## config.mk

```make
export PLATFORM = sky130hd
export DESIGN_NAME = mem_arbiter
export DESIGN_NICKNAME = d
export VERILOG_FILES = /design/src/rtl/mem_arb_pkg.sv /design/src/rtl/mem_arb_pick.sv /design/src/rtl/mem_arbiter.sv
export SDC_FILE = /design/constraint.sdc
export NUM_CORES = 1
export LEC_CHECK = 0
export CAP_MARGIN = 30
export CORE_AREA = 4 4 194 196
export CTS_BUF_LIST = sky130_fd_sc_hd__clkbuf_8
export CTS_CLUSTER_SIZE = 24
export DETAILED_ROUTE_END_ITERATION = 16
export DIE_AREA = 0 0 198 200
export GPL_TIMING_DRIVEN = 0
export HOLD_SLACK_MARGIN = 0.15
export SLEW_MARGIN = 20
export SYNTH_ARGS = -nofsm -noshare
export SYNTH_HDL_FRONTEND = slang
export SYNTH_SLANG_ARGS = --single-unit
```

## constraint.sdc

```tcl
create_clock -name clk -period 4.83 [get_ports clk]
set_input_delay 0.483 -clock clk [delete_from_list [all_inputs] [get_ports clk]]
set_output_delay 0.483 -clock clk [all_outputs]
set_load 0.05 [all_outputs]
```

## src/rtl/mem_arb_pkg.sv

```systemverilog
// rtl/mem_arb_pkg.sv - shared types and constants for the memory port arbiter
package mem_arb_pkg;

    typedef enum logic [1:0] {
        IDLE  = 2'd0,
        ISSUE = 2'd1,
        WAIT  = 2'd2
    } state_t;

    typedef enum logic {
        OWN_IFU = 1'b0,
        OWN_LSU = 1'b1
    } owner_t;

    localparam int MASK_W = 8;
    localparam int INST_W = 32;

endpackage

```

## src/rtl/mem_arb_pick.sv

```systemverilog
// rtl/mem_arb_pick.sv - combinational grant select between IFU and LSU
//   ifu_valid, lsu_valid : requester valids
//   last_owner           : requester served last (only with MEM_ARB_RR_EN)
//   grant                : selected requester
//   MEM_ARB_RR_EN        : round-robin on contention; otherwise LSU > IFU
module mem_arb_pick
    import mem_arb_pkg::*;
(
    input  logic   ifu_valid,
    input  logic   lsu_valid,
`ifdef MEM_ARB_RR_EN
    input  owner_t last_owner,
`endif
    output owner_t grant
);

    always_comb begin
        grant = OWN_IFU;
`ifdef MEM_ARB_RR_EN
        // On contention hand the port to whoever was not served last.
        if (ifu_valid && lsu_valid) begin
            grant = (last_owner == OWN_LSU) ? OWN_IFU : OWN_LSU;
        end else if (lsu_valid) begin
            grant = OWN_LSU;
        end
`else
        if (lsu_valid) begin
            grant = OWN_LSU;
        end
`endif
        // ifu_valid only matters for contention; a lone IFU falls to the default.
        if (!ifu_valid && !lsu_valid) begin
            grant = OWN_IFU;
        end
    end

endmodule

```

## src/rtl/mem_arbiter.sv

```systemverilog
// rtl/mem_arbiter.sv - shares one memory port between IFU and LSU, one transaction in flight
//   clk, rst                 : clock, synchronous active-high reset
//   ifu_req_* / ifu_resp_*   : fetch request (addr) and 32-bit instruction return
//   lsu_req_* / lsu_resp_*   : load/store request (addr, wen, wdata, wmask) and data return
//   mem_req_* / mem_resp_*   : downstream request (held until ready) and one-beat response
//   busy                     : a transaction is in progress
//   bus_err                  : one-cycle pulse when the response timer expires
//   MEM_ARB_RR_EN            : round-robin grant instead of fixed LSU priority
module mem_arbiter
    import mem_arb_pkg::*;
#(
    parameter int ADDR_W       = 64,
    parameter int DATA_W       = 64,
    parameter int RESP_TIMEOUT = 255
) (
    input  logic              clk,
    input  logic              rst,
    input  logic              ifu_req_valid,
    output logic              ifu_req_ready,
    input  logic [ADDR_W-1:0] ifu_req_addr,
    output logic              ifu_resp_valid,
    output logic [INST_W-1:0] ifu_resp_inst,
    input  logic              lsu_req_valid,
    output logic              lsu_req_ready,
    input  logic [ADDR_W-1:0] lsu_req_addr,
    input  logic              lsu_req_wen,
    input  logic [DATA_W-1:0] lsu_req_wdata,
    input  logic [MASK_W-1:0] lsu_req_wmask,
    output logic              lsu_resp_valid,
    output logic [DATA_W-1:0] lsu_resp_rdata,
    output logic              mem_req_valid,
    input  logic              mem_req_ready,
    output logic [ADDR_W-1:0] mem_req_addr,
    output logic              mem_req_wen,
    output logic [DATA_W-1:0] mem_req_wdata,
    output logic [MASK_W-1:0] mem_req_wmask,
    input  logic              mem_resp_valid,
    input  logic [DATA_W-1:0] mem_resp_rdata,
    output logic              busy,
    output logic              bus_err
);

    localparam int TMR_W = $clog2(RESP_TIMEOUT + 1);
    localparam logic [TMR_W-1:0] TMR_MAX = TMR_W'(RESP_TIMEOUT);

    state_t           state;
    owner_t           owner;
    owner_t           grant;
    logic [TMR_W-1:0] timer;
    logic             idle;
`ifdef MEM_ARB_RR_EN
    owner_t           last_owner;
`endif

    mem_arb_pick u_pick (
        .ifu_valid  (ifu_req_valid),
        .lsu_valid  (lsu_req_valid),
`ifdef MEM_ARB_RR_EN
        .last_owner (last_owner),
`endif
        .grant      (grant)
    );

    // Ready is held low while rst is asserted so nothing is offered during reset.
    assign idle          = (state == IDLE) && !rst;
    assign ifu_req_ready = idle && ifu_req_valid && (grant == OWN_IFU);
    assign lsu_req_ready = idle && lsu_req_valid && (grant == OWN_LSU);
    assign busy          = (state != IDLE);

    always_ff @(posedge clk) begin
        if (rst) begin
            state          <= IDLE;
            owner          <= OWN_IFU;
            timer          <= '0;
            mem_req_valid  <= 1'b0;
            mem_req_addr   <= '0;
            mem_req_wen    <= 1'b0;
            mem_req_wdata  <= '0;
            mem_req_wmask  <= '0;
            ifu_resp_valid <= 1'b0;
            ifu_resp_inst  <= '0;
            lsu_resp_valid <= 1'b0;
            lsu_resp_rdata <= '0;
            bus_err        <= 1'b0;
`ifdef MEM_ARB_RR_EN
            last_owner     <= OWN_IFU;
`endif
        end else begin
            ifu_resp_valid <= 1'b0;
            lsu_resp_valid <= 1'b0;
            bus_err        <= 1'b0;
            case (state)
                IDLE: begin
                    if (lsu_req_ready || ifu_req_ready) begin
                        state         <= ISSUE;
                        mem_req_valid <= 1'b1;
                        timer         <= '0;
                        owner         <= grant;
`ifdef MEM_ARB_RR_EN
                        last_owner    <= grant;
`endif
                        if (lsu_req_ready) begin
                            mem_req_addr  <= lsu_req_addr;
                            mem_req_wen   <= lsu_req_wen;
                            mem_req_wdata <= lsu_req_wdata;
                            mem_req_wmask <= lsu_req_wmask;
                        end else begin
                            mem_req_addr  <= ifu_req_addr;
                            mem_req_wen   <= 1'b0;
                            mem_req_wdata <= '0;
                            mem_req_wmask <= '0;
                        end
                    end
                end
                ISSUE: begin
                    if (timer == TMR_MAX) begin
                        state         <= IDLE;
                        mem_req_valid <= 1'b0;
                        bus_err       <= 1'b1;
                        if (owner == OWN_LSU) begin
                            lsu_resp_valid <= 1'b1;
                            lsu_resp_rdata <= '0;
                        end else begin
                            ifu_resp_valid <= 1'b1;
                            ifu_resp_inst  <= '0;
                        end
                    end else begin
                        timer <= timer + 1'b1;
                        if (mem_req_ready) begin
                            state         <= WAIT;
                            mem_req_valid <= 1'b0;
                        end
                    end
                end
                WAIT: begin
                    // A beat arriving on the last allowed cycle still wins over the abort.
                    if (mem_resp_valid) begin
                        state <= IDLE;
                        if (owner == OWN_LSU) begin
                            lsu_resp_valid <= 1'b1;
                            lsu_resp_rdata <= mem_req_wen ? '0 : mem_resp_rdata;
                        end else begin
                            ifu_resp_valid <= 1'b1;
                            ifu_resp_inst  <= mem_req_addr[2] ? mem_resp_rdata[INST_W +: INST_W]
                                                              : mem_resp_rdata[0 +: INST_W];
                        end
                    end else if (timer == TMR_MAX) begin
                        state   <= IDLE;
                        bus_err <= 1'b1;
                        if (owner == OWN_LSU) begin
                            lsu_resp_valid <= 1'b1;
                            lsu_resp_rdata <= '0;
                        end else begin
                            ifu_resp_valid <= 1'b1;
                            ifu_resp_inst  <= '0;
                        end
                    end else begin
                        timer <= timer + 1'b1;
                    end
                end
                default: begin
                    state         <= IDLE;
                    mem_req_valid <= 1'b0;
                end
            endcase
        end
    end

endmodule

```

Yosys cells after proc, flatten, opt, wreduce, memory -nomap -nowiden

Cells that the tools add are included.

Reductions and logical operators: 20
Equality and inequality tests: 9
Add/subtract/negate cells: 1
Shifts and indexed selects: 0
$mul: 0
Multiplexer cells: 43
Divide/modulo/power cells: 0
Bitwise logic cells: 2
$lt $le $gt $ge: 0

Operators with widths:

| kind                  | count |
|---|---|
| $mux W64              | 7 |
| $mux W32              | 5 |
| $pmux W64 S2          | 1 |
| $pmux W32 S2          | 1 |
| $mux W8               | 4 |
| $pmux W8 S3           | 1 |
| $mux W1               | 14 |
| $ne A3 B3 Y1 const B  | 4 |
| $mux W2               | 5 |
| $reduce_and A3 Y1     | 3 |
| $add A8 B1 Y8 const B | 1 |
| $eq A8 B8 Y1 const B  | 1 |
| $logic_and A1 B1 Y1   | 6 |
| $pmux W1 S2           | 3 |
| $pmux W2 S3           | 1 |
| $reduce_and A2 Y1     | 3 |
| $reduce_bool A2 Y1    | 2 |
| $logic_not A1 Y1      | 3 |
| $pmux W1 S3           | 1 |
| $reduce_bool A3 Y1    | 1 |
| $eq A2 B1 Y1 const B  | 1 |
| $eq A2 B2 Y1 const B  | 1 |
| $logic_not A2 Y1      | 1 |
| $ne A2 B1 Y1 const B  | 1 |
| 3 further kinds       | 4 |

Memories kept: 0
Output and inout port bits: 240
Logic and storage cells: 88
Memory bits (read-only): 0
Latch bits: 0
RAM bits: 0
Bits in registers: 248

Longest topological paths before layout

Depth after elaboration: 8
Mapped depth: 9
Depth with buffers taken out: 7

Hierarchy

A second synthesis with hierarchy kept.

Cells, all modules: 984
Area total of the unflattened synthesis: 9402.8 µm²

Modules (own cells, without submodules):

| module       | cells an instance | area each (µm²) | sequential area each (µm²) | instances |
|---|---|---|---|---|
| mem_arbiter  | 983               | 9399.0          | 4964.8                     | 1 |
| mem_arb_pick | 1                 | 3.8             | 0.0                        | 1 |

Worst setup path after synthesis

OpenSTA, ideal clock, no wires.

Path kind: reg2out
Start point: register state[0]
End point: output lsu_req_ready
Cell stages (with the launch flop): 8
Arrival: 1.750 ns
Slack: 2.597 ns
Required time: 4.347 ns
Buffers on the path: 2
Cell sequence: dfxtp_1 -> inv_1 -> ha_1 -> and2b_2 -> nand2_1 -> inv_1 -> buf_2 -> buf_1

Word-level cells in the longest chain between the ends: 4

Ends and longest elaborated chain:

| item                             | RTL line           | source |
|---|---|---|
| start, declared                  | mem_arbiter.sv:46  | `state_t state;` |
| start signal, assigned           | mem_arbiter.sv:72  | `state <= IDLE;` |
| start signal, assigned           | mem_arbiter.sv:95  | `state <= ISSUE;` |
| start signal, assigned           | mem_arbiter.sv:117 | `state <= IDLE;` |
| $logic_not A2 Y1                 | mem_arbiter.sv:65  | `assign idle = (state == IDLE) && !rst;` |
| $logic_and A1 B1 Y1              | mem_arbiter.sv:65  |  |
| $logic_and A1 B1 Y1 (2 in a row) | mem_arbiter.sv:67  | `assign lsu_req_ready = idle && lsu_req_valid && (grant == OWN_LSU);` |
| end, declared                    | mem_arbiter.sv:24  | `output logic lsu_req_ready,` |

No other way between the ends.

Worst setup path after layout

Start point: register state[1]
End point: output lsu_req_ready

Same word-level chain as after synthesis.

==> results.json <==
{
  "power_mw": 6.78,
  "io_buffers": 510,
  "clock_path_buffers": 3,
  "area_delta_synth_final_pct": 67.4,
  "grt_use_met1_pct": 24.4,
  "clock_tree.root_cell": "clkbuf_8",
  "grt.met2_usage_pct": 38.6,
  "slew_headroom_pct": 42.2,
  "max_freq_ghz": 0.256,
  "grt_busiest_layer": "met2",
  "postRouteAntennaNets": 0,
  "post-route-drc-count": 0,
  "hold_ws_ps": 461,
  "syn_nets": 1442,
  "final.setup.tns_ps": 0,
  "maxSlewViolCount": 0,
  "die_x_um": 198,
  "setup_viol": 0,
  "initial_core_util_pct": 27.1,
  "cap_viol_max_count": 0,
  "placedCellCount": 2144,
  "cts_buffers": 45,
  "ys_ff_latch": 248,
  "synthFlopType": "dfxtp_1",
  "grt_pass1_vias": 10925,
  "htree_levels": 2,
  "crit_required_ps": 4350,
  "final_area_um2": 16300,
  "grt_pass1_wl_um": 66400,
  "synthCells": 1165,
  "synth.avg_cell_area_um2": 8.38,
  "post_cts_buffers": 0,
  "grt_usage_pct": 21.7,
  "fp.dieH_um": 200,
  "synth-edff-count": 0,
  "cts_tree": "done",
  "cts_resized": 0,
  "cts_hold_buf": 0,
  "gp_congestion": 0.871,
  "leakagePower_nw": 5.80,
  "placed_cell_area_um2": 15500,
  "path_max_fanout": 10,
  "ys_types": 46,
  "yosys.area.top_type": "dfxtp_1",
  "vias": 10909,
  "grt_use_met3_pct": 7.54,
  "ir_worst_vdd_v": 0.000271,
  "grt_max_degree": 12,
  "critPathKind": "flop to primary output",
  "cp_data_arrival_time_ps": 3420,
  "clk_pin_slew_ps": 70,
  "drt-wirelength-per-cell_um": 20.6,
  "fin_ws_ps": 924,
  "syn_area_um2": 9760,
  "clock-sinks": 248,
  "hp-class": "primary input to flop",
  "ys_async_sr_fraction_pct": 0,
  "finClkSkew_ps": 30.4,
  "cp-start-kind": "flop",
  "status": "complete, no violations",
  "grt_setup_unrepaired": "no",
  "clk_latency_ps": 590,
  "synth_warnings": 0,
  "die-area_um2": 39600,
  "post-route-period-util_pct": 80.9,
  "postLayoutCoreUtil_pct": 45.3,
  "pin_count": 511,
  "nets": 2000,
  "detailed_place_hpwl_um": 35700,
  "viasPerCell": 4.91,
  "totalWireLength_um": 45800,
  "stdcell_count": 2223,
  "synth_area_leaders": "dfxtp_1 51%, nand2_1 9.0%, a311oi_1 5.8%",
  "drive_above_1_share_pct": 6.50,
  "worst_pin_slew_ps": 868,
  "fillerInstances": 3622,
  "end_kind": "primary output",
  "final.min_clock_period_ps": 3910,
  "p_per_area_nw_per_um2": 415,
  "finalHoldViolCount": 0,
  "row_count": 70,
  "grt_overflow_total": 0,
  "seq_area_frac_synth_pct": 50.8,
  "antenna_found_initial": 7,
  "synth_top_cell_area_share_pct": 50.8,
  "drt_pass1_iterations": 5,
  "core_um2": 36100,
  "post-place-ws_ps": 1300,
  "drt_iter0_markers": 562
}
[kinds of logic (layout without fill, tap and decap cells)]
logic type                 after synthesis  count (layout)  share of synthesized area, %
DFF                                    248             248                          50.8
buffers and inverters                  112             701                          4.50
and+or+nand+nor                        405             405                          16.6
muxes                                   33              33                          3.79
other                                    0               1                             0
adders and majority gates                6               6                         0.769
AOI/OAI and AO/OA                      361             361                          23.5
[state kept, by name (all words and copies together), names as in the netlist, 2 cells and up]
name            flops
mem_req_addr       64
lsu_resp_rdata     64
timer               8
ifu_resp_inst      32
state               2
mem_req_wmask       8
mem_req_wdata      64
[critical path: stages, from the launching register on]
cell and delay [ps]:
dfxtp_1 340, inv_1 120, ha_1 290, and2b_2 210
nand2_1 70, inv_1 90, buf_2 310, buf_1 430
clkdlybuf4s50_1 980
[Yosys cell counts (2+ instances only)]
master,instances
a21oi_1,100
a22oi_1,74
a311oi_1,65
a31oi_1,2
and3_1,3
and4_1,2
buf_1,12
buf_2,14
clkbuf_1,78
dfxtp_1,248
ha_1,6
inv_1,7
mux2_2,32
nand2_1,235
nand2b_1,4
nand4_1,2
nor2_1,142
nor3_1,2
o211ai_1,4
o21ai_0,100
o21ai_1,3
o31ai_1,2
or3_1,2
or4_1,4
[cell type report]
type	instances	area [um^2]	share of cell area, %
Clock buffer	55	757	4.63
Timing Repair Buffer	511	5110	31.3
Antenna cell	1	2.50	0.0153
Clock inverter	23	124	0.758
Sequential cell	248	4960	30.4
Buffer	105	413	2.53
Tap cell	468	586	3.58
Multi-Input combinational cell	805	4360	26.7
Inverter	7	26.3	0.161
[where the power goes]
| group | total, mW | switching, mW | internal, mW |
|---|---|---|---|
| clock | 2.00 | 0.920 | 1.08 |
| combinational | 2.42 | 1.57 | 0.850 |
| sequential | 2.36 | 0.111 | 2.25 |
[path summary, 6_finish.rpt]
| check | from | end | slack (ps) | cells after the start |
|---|---|---|---|---|
| max | state[1] | lsu_req_ready | 920 | 8 |
| min | ifu_req_addr[40] | mem_req_addr[40] | 460 | 3 |
| max reg2reg | state[0] | ifu_resp_inst[20] | 2310 | 8 |
| min reg2reg | lsu_resp_rdata[2] | lsu_resp_rdata[2] | 470 | 2 |
[cells in the final DEF, fill, tap and decap left out, types with 2 or more instances in the layout]
cell type	n
o21ai_1	3
clkinv_2	5
ha_1	6
clkdlybuf4s50_1	510
nor3_1	2
nand4_1	2
clkbuf_8	55
dfxtp_1	248
buf_2	14
a31oi_1	2
a21oi_1	100
inv_1	23
and4_1	2
a311oi_1	65
nand2b_1	4
or3_1	2
a22oi_1	74
buf_1	12
nand2_1	235
o211ai_1	4
or4_1	4
mux2_2	32
o21ai_0	100
clkbuf_1	78
nor2_1	142
and3_1	3
o31ai_1	2
[routing by layer]
layer | wire length, um | share of wire (%)
met3 | 4520 | 9.9
met2 | 22700 | 49
met4 | 1210 | 2.6
met5 | 76 | 0.17
met1 | 17300 | 38
Power figures use the tool's default switching activity.
